--- src/rtl/mole_hit_detector.sv ---
// Whack-a-mole hit detector: debounces the player buttons, scores each mole window
// as hit / miss / wrong press, and tracks score, misses and game over.
module mole_hit_detector #(
  parameter int NUM_MOLES       = 5,
  parameter int SCORE_WIDTH     = 8,
  parameter int MISS_WIDTH      = 4,
  parameter int MAX_MISSES      = 3,
  parameter int DEBOUNCE_CYCLES = 1000000
) (
  input  logic                   clock,
  input  logic                   reset,
  input  logic                   enable,
  input  logic                   pulse,
  input  logic [NUM_MOLES-1:0]   mole_position,
  input  logic [NUM_MOLES-1:0]   buttons,
  output logic [NUM_MOLES-1:0]   mole_mask,
  output logic [SCORE_WIDTH-1:0] score,
  output logic [MISS_WIDTH-1:0]  misses,
  output logic                   hit_pulse,
  output logic                   miss_pulse,
  output logic                   game_over
);

  localparam int                    CNT_W      = $clog2(DEBOUNCE_CYCLES + 1);
  localparam logic [CNT_W-1:0]      CNT_LAST   = CNT_W'(DEBOUNCE_CYCLES - 1);
  localparam logic [MISS_WIDTH-1:0] MISS_LIMIT = MISS_WIDTH'(MAX_MISSES);

  typedef enum logic [1:0] {IDLE, ARMED, CLOSED, OVER} state_e;

  function automatic logic [SCORE_WIDTH-1:0] sat_inc(input logic [SCORE_WIDTH-1:0] v);
    return (&v) ? v : v + 1'b1;
  endfunction

  logic [NUM_MOLES-1:0]            sync1_q, sync2_q, deb_q, deb_prev_q;
  logic [NUM_MOLES-1:0][CNT_W-1:0] cnt_q;
  logic [NUM_MOLES-1:0]            press_d;

  state_e                  state_q;
  logic [NUM_MOLES-1:0]    cur_mole_q;
  logic [SCORE_WIDTH-1:0]  score_q, score_inc_d;
  logic [MISS_WIDTH-1:0]   misses_q, misses_inc_d;
  logic                    hit_q, miss_q, game_over_q, enable_q, pulse_d_q;

  // A level is accepted only after DEBOUNCE_CYCLES consecutive disagreeing samples.
  always_ff @(posedge clock or negedge reset) begin
    if (!reset) begin
      sync1_q    <= '0;
      sync2_q    <= '0;
      deb_q      <= '0;
      deb_prev_q <= '0;
      cnt_q      <= '0;
    end else begin
      sync1_q    <= buttons;
      sync2_q    <= sync1_q;
      deb_prev_q <= deb_q;
      for (int i = 0; i < NUM_MOLES; i++) begin
        if (sync2_q[i] == deb_q[i]) begin
          cnt_q[i] <= '0;
        end else if (cnt_q[i] == CNT_LAST) begin
          deb_q[i] <= sync2_q[i];
          cnt_q[i] <= '0;
        end else begin
          cnt_q[i] <= cnt_q[i] + 1'b1;
        end
      end
    end
  end

  assign press_d      = deb_q & ~deb_prev_q;
  assign score_inc_d  = sat_inc(score_q);
  assign misses_inc_d = misses_q + 1'b1;

  always_ff @(posedge clock or negedge reset) begin
    if (!reset) begin
      state_q     <= IDLE;
      cur_mole_q  <= '0;
      score_q     <= '0;
      misses_q    <= '0;
      hit_q       <= 1'b0;
      miss_q      <= 1'b0;
      game_over_q <= 1'b0;
      enable_q    <= 1'b0;
      pulse_d_q   <= 1'b0;
    end else begin
      enable_q  <= enable;
      pulse_d_q <= pulse;
      hit_q     <= 1'b0;
      miss_q    <= 1'b0;
      if (!enable) begin
        state_q    <= IDLE;
        cur_mole_q <= '0;
      end else if (!enable_q) begin
        state_q     <= IDLE;
        cur_mole_q  <= '0;
        score_q     <= '0;
        misses_q    <= '0;
        game_over_q <= 1'b0;
      end else begin
        case (state_q)
          IDLE, CLOSED: begin
            if (pulse) begin
              state_q <= CLOSED;
            end else if (pulse_d_q) begin
              cur_mole_q <= mole_position;
              state_q    <= (|mole_position) ? ARMED : CLOSED;
            end
          end
          ARMED: begin
            // An expiring window outranks a simultaneous press.
            if (pulse || (|press_d)) begin
              if (!pulse && (press_d == cur_mole_q)) begin
                score_q <= score_inc_d;
                hit_q   <= 1'b1;
                state_q <= CLOSED;
              end else begin
                misses_q <= misses_inc_d;
                miss_q   <= 1'b1;
                if (misses_inc_d == MISS_LIMIT) begin
                  game_over_q <= 1'b1;
                  state_q     <= OVER;
                end else begin
                  state_q <= CLOSED;
                end
              end
            end
          end
          default: begin
          end
        endcase
      end
    end
  end

  assign mole_mask  = (enable && (state_q == ARMED)) ? cur_mole_q : '0;
  assign score      = score_q;
  assign misses     = misses_q;
  assign hit_pulse  = hit_q;
  assign miss_pulse = miss_q;
  assign game_over  = game_over_q;

endmodule

--- config.mk ---
export PLATFORM = sky130hd
export DESIGN_NAME = mole_hit_detector
export DESIGN_NICKNAME = d
export VERILOG_FILES = /design/src/rtl/mole_hit_detector.sv
export SDC_FILE = /design/constraint.sdc
export NUM_CORES = 1
export LEC_CHECK = 0
export CAP_MARGIN = 25
export CORE_MARGIN = 2
export CORE_UTILIZATION = 51
export DETAILED_ROUTE_END_ITERATION = 7
export DONT_BUFFER_PORTS = 1
export PLACE_DENSITY = 0.66
export SLEW_MARGIN = 20
export SYNTH_ARGS = -nofsm -noshare
export SYNTH_HDL_FRONTEND = slang
export SYNTH_SLANG_ARGS = --single-unit
--- constraint.sdc ---
create_clock -name clock -period 4.1 [get_ports clock]
set_clock_uncertainty 0.2 [all_clocks]
set_input_delay 0.41 -clock clock [delete_from_list [all_inputs] [get_ports clock]]
set_output_delay 0.41 -clock clock [all_outputs]
set_load 0.01 [all_outputs]
Word-level counts from Yosys, hierarchy flattened
Cells that the tools add are included.
{ "totals": {"regBits": 144, "inputBits": 14, "output_inout_bits": 20, "wordCells": 130} }
{ "op_classes": {"add_sub_neg": 7, "n_eq_ne": 26, "muxes": 49, "n_bitwise": 7, "reduce_logical": 19} }
{ "ops": {"columns": ["op", "count"], "rows": [
  ["$mux W20", 10],
  ["$add A20 B1 Y20 const B", 5],
  ["$eq A20 B20 Y1 const B", 5],
  ["$mux W8", 5],
  ["$mux W5", 6],
  ["$mux W1", 17],
  ["$mux W4", 4],
  ["$mux W2", 6],
  ["$reduce_and A2 Y1", 5],
  ["$reduce_and A5 Y1", 2],
  ["$reduce_or A5 Y1", 2],
  ["$add A8 B1 Y8 const B", 1],
  ["$ne A2 B1 Y1 const B", 4],
  ["$reduce_and A8 Y1", 1],
  ["$ne A3 B2 Y1 const B", 2],
  ["$reduce_and A3 Y1", 2],
  ["$and A5 B5 Y5", 1],
  ["$eq A1 B1 Y1", 5],
  ["$eq A5 B5 Y1", 1],
  ["$ne A5 B5 Y1 const B", 1],
  ["$not A1 Y1", 5],
  ["$not A5 Y5", 1],
  ["$add A4 B1 Y4 const B", 1],
  ["$eq A4 B2 Y1 const B", 1],
  ["other kinds (13)", 15]
]} }

Logic depth before layout (Yosys ltp)
{ "logic_depth": {"word_depth": 9, "ltp_mapped": 8, "ltp_nobuf": 7} }

Least setup slack after synthesis
OpenSTA, ideal clock, no wires.
{ "synth_path": {"path_kind": "register to register", "start": "register deb_q[3]", "end": "register score_q[0] (netlist: score[0])", "setup_time_ns": 0.121, "t_arrival_ns": 1.696, "t_required_ns": 3.779, "setup_slack_ns": 2.083, "stages_incl_launch_ff": 7, "path_buffers": 0, "path_cell_list": "dfrtp_1 nor2b_4 or4_4 o21ai_2 nor4_2 xor2_1 a22o_1"} }
{ "synth_via": {"elab_chain_len": 5, "word_cells_on_any_way": 8} }
{ "synth_lines": {"columns": ["element", "line", "rtl"], "rows": [
  ["start, declared", "34", "logic [NUM_MOLES-1:0] sync1_q, sync2_q, deb_q, deb_prev_q;"],
  ["start signal, assigned by index", "60", "deb_q[i] <= sync2_q[i];"],
  ["$and A5 B5 Y5 (*)", "69", "assign press_d = deb_q & ~deb_prev_q;"],
  ["$eq A5 B5 Y1 / $reduce_or A5 Y1 (equally long branches)", "111, 110", null],
  ["$logic_and A1 B1 Y1 / $logic_or A1 B1 Y1 (equally long branches)", "111, 110", null],
  ["$ne A2 B1 Y1 (no source line)", null, null],
  ["$reduce_and A5 Y1 (no source line) (*)", null, null],
  ["end signal, assigned", "112", "score_q <= score_inc_d;"],
  ["end, declared", "40", "logic [SCORE_WIDTH-1:0] score_q, score_inc_d;"]
]} }
Mark *: on every way between the ends. The rest lies on a longest branch, timed or not.
A chain may end at the register's enable or synchronous reset.

Worst setup path in the final report
{ "layout_path": {"start": "register cnt_q[60] (netlist name)", "end": "register cnt_q[70] (netlist name)"} }
{ "layout_via": {"elab_chain_len": 3, "word_cells_on_any_way": 4} }
{ "layout_lines": {"columns": ["element", "line", "rtl"], "rows": [
  ["start, declared", "35", "logic [NUM_MOLES-1:0][CNT_W-1:0] cnt_q;"],
  ["start signal, assigned by index", "63", "cnt_q[i] <= cnt_q[i] + 1'b1;"],
  ["$add A20 B1 Y20 / $eq A20 B20 Y1 (equally long branches)", "63, 59", null],
  ["$mux W20 (*)", "59", "end else if (cnt_q[i] == CNT_LAST) begin"],
  ["$mux W20 (*)", "57", "if (sync2_q[i] == deb_q[i]) begin"]
]} }
Marked as above.

==> summary.txt <==
Run status
  – Status: complete, no violations

Critical path
  – Kind of critical path: reg -> reg
  – Reg2reg start: cnt_q[60]
  – Worst Path Arrival: 2.46 ns
  – CP endpoint kind: register
  – Critical path data required time: 4.18 ns
  – R2r setup slk: 1.71 ns
  – Slowest CP cell: or2_1
  – Crit path cell chain: ha_1 -> and4_1 -> nand2_1 -> nor4_1 -> or2_1 -> nor2_1
  – Crit. Startpoint: cnt_q[60]
  – CP Launch Type: register
  – CP peak stage delay: 0.55 ns
  – Crit path max fanout: 19
  – Delay-heaviest family, CP: simple AND/OR/NAND/NOR gates
  – Critical path buffers and inverters: 0

Final layout
  – Filler Cell Count: 1049
  – Layout area overhead: 14.33%
  – Inserted Diodes: 0
  – Final nets: 709
  – Multi-input gate area: 0.003047 mm2
  – Layout cells sized above 1: 6.143%
  – Seq. cell area: 0.003603 mm2

Floorplan
  – Row count: 42
  – Die X: 119.3 um
  – Top Ports: 34
  – Die Ht: 119.3 um
  – Die area: 0.01422 mm2
  – Initial Util: 51.77%
  – Placeable Area: 0.01309 mm2

Timing
  – Worst slew pin tran: 0.7142 ns
  – Max Fclk: 418.7 MHz
  – Hold violation count in the final report: 0
  – Relative slew slack: 52.07%
  – Slew Limit Fails: 0
  – Setup TNS: 0 ns
  – Fin crit period: 2.388 ns
  – RSZ-0062 raised after global routing: false
  – Setup violators final: 0
  – Tcrit/Tclk final: 58.26%
  – Hold Slack: 0.01361 ns

Clock network
  – Root Buffer: clkbuf_16
  – Clk_lat worst skew: 0.42 ns
  – Htree depth: 4
  – CTS sink cnt: 144
  – Setup bufs post-CTS: 0
  – Number of CTS-inserted buffers: 17
  – Clk slew on worst S/H paths: 0.06 ns
  – Clock tree buffer depth: 2
  – CTS tree: done

Global routing
  – Vias in the first global route: 4695
  – Largest net degree at the start of global routing: 145
  – Gr ovfl total: 0
  – Initial antenna violation count: 0
  – First-pass GRT wire length: 22250 um
  – Total GRT Usage: 19.54%

Pwr
  – Pwr dens: 429.2 mW/mm2
  – Worst VDD drop: 289.4 uV
  – Pleak: 3.366 nW

Placement
  – Port bufs: 0
  – Routability cong.: 0.8217
  – Dpl hpwl: 8332 um

Yosys
  – Ys async rst share: 100.0%
  – Main synth FF type: dfrtp_1
  – Syn Nets: 688
  – Post-Synthesis Cells: 666
  – Post-synth top area share: 53.20%
  – Synth unique cells: 49
  – Synth Cell Area: 0.006774 mm2
  – Avg Inst Size Synth: 10.17 um2
  – Warnings, synthesis: 0
  – Post-synth EDFFs: 0
  – Sequential area share after synthesis: 53.20%
  – Top area cells in the synthesized netlist: dfrtp_1 (53%), nor2_1 (7.5%), xor2_1 (7.5%), xnor2_1 (5.6%), nand3_1 (3.4%)
  – Largest area contributor in the netlist: dfrtp_1
  – Synthesized flop and latch total: 144

Routing
  – Post-DRT Antenna Nets: 0
  – DRC: 0
  – Drt initial violations: 363
  – Routed wire length: 12740 um
  – Drt pass-1 iters: 4
  – Vias: 4755
  – Vias per inst: 5.428
  – Drt wl/cell: 14.54 um

Job
  – Max cap viols: 0

Hold path
  – Min-delay worst type: in -> reg
  – Hold_sp: pulse
## report_power, final
part / internal (mW) / total (mW) / switching [mW]
registers: 1.45 / 1.49 / 0.0370
logic: 0.0457 / 0.127 / 0.0815
clock network: 1.12 / 1.71 / 0.595
## what timing repair did
item | 4_1_cts | 5_1_grt
hold buffers | 14 | 0
endpoints found under the hold margin | 158 | 0
resized for setup | 0 | 0
## final cells by class
class	instances	share of cell area, %
flip-flops and latches	144	46.53
clock buffers	20	5.897
well taps	176	2.843
multi-input cells	496	39.34
repair buffers	15	2.132
inverters	13	0.6300
clock inverters	12	2.633
## synth_stat cells, types with 7 or more instances
cell     number
nand2_1      46
nor2b_1       7
nor3_1       13
ha_1          8
and4_1       12
xnor2_1      43
and3_1       18
nor4_1        9
nand4_1      19
nor2_1      136
a31oi_1       8
xor2_1       58
nand3_1      46
inv_1        13
dfrtp_1     144
## worst register-to-register path: stages, from the launching register on
cell and delay, ns:
dfrtp_1 0.38, ha_1 0.22, and4_1 0.27, nand2_1 0.11
nor4_1 0.39, or2_1 0.55, nor2_1 0.13
## cells by family (layout without fill, tap and decap cells)
| kind of cell | Yosys count | after routing | synth area share, % |
|---|---|---|---|
| and+or+nand+nor | 342 | 342 | 25.14 |
| DFF | 144 | 144 | 53.20 |
| xor gates and xnor gates | 101 | 101 | 13.06 |
| AOI/OAI and AO/OA | 34 | 34 | 3.583 |
| buffers and inverters | 26 | 60 | 1.828 |
| muxes | 11 | 11 | 1.718 |
| adders and majority gates | 8 | 8 | 1.478 |
## layer usage
| metal | GRT usage (%) | routed length, um | vias to the layer above |
|---|---|---|---|
| li1 | - | - | 2320 |
| met3 | 6.466 | 638 | 10 |
| met4 | 6.622 | 144 | 0 |
| met1 | 26.71 | 6145 | 2343 |
| met2 | 29.38 | 5807 | 82 |
| met5 | 0 | 0 | - |
## state kept, by name, indices dropped and copies added (netlist names)
name / count
enable_q: 1
game_over: 1
cur_mole_q: 5
deb_prev_q: 5
pulse_d_q: 1
hit_pulse: 1
cnt_q: 100
state_q: 2
sync2_q: 5
score: 8
miss_pulse: 1
deb_q: 5
misses: 4
sync1_q: 5
## stage by stage
stage	utilization [%]	instances	instance area [um2]	setup slack [ns]	total power, mW
detailed placement	52.94	830	6927	1.654	1.598
CTS	59.19	876	7745	1.653	3.360
finish	59.19	876	7745	1.712	3.324
global placement	52.94	830	6927	1.785	1.592
global route	59.19	876	7745	1.433	3.448
floorplan	-	666	6774	2.083	1.578
## path summary, 6_finish.rpt
path	to	cells past startpoint
setup / recovery	cnt_q[70]	6
hold / removal	state_q[0]	2
setup reg to reg	cnt_q[70]	6
hold reg to reg	sync2_q[2]	0
max in group asynchronous	cnt_q[58]	2
min in group asynchronous	cnt_q[23]	2
## cells in the final DEF, fill, tap and decap left out, types with 2 or more instances in the layout
cell	n
a21oi_1	6
a22o_1	2
a311oi_1	4
a31oi_1	8
and2_1	5
and3_1	18
and4_1	12
bufinv_16	5
clkbuf_16	17
clkbuf_8	2
clkinvlp_4	3
dfrtp_1	144
dlygate4sd3_1	13
ha_1	8
inv_1	13
inv_6	3
mux2_1	4
mux2i_1	6
nand2_1	46
nand2b_1	2
nand3_1	46
nand4_1	19
nor2_1	136
nor2b_1	7
nor3_1	13
nor4_1	9
nor4b_1	6
nor4bb_1	2
o21ai_0	3
o21ai_1	3
o2bb2ai_1	2
or2_1	5
or3_1	3
or4_1	4
xnor2_1	43
xor2_1	58
Note: power is estimated with default switching activity, not from simulation.
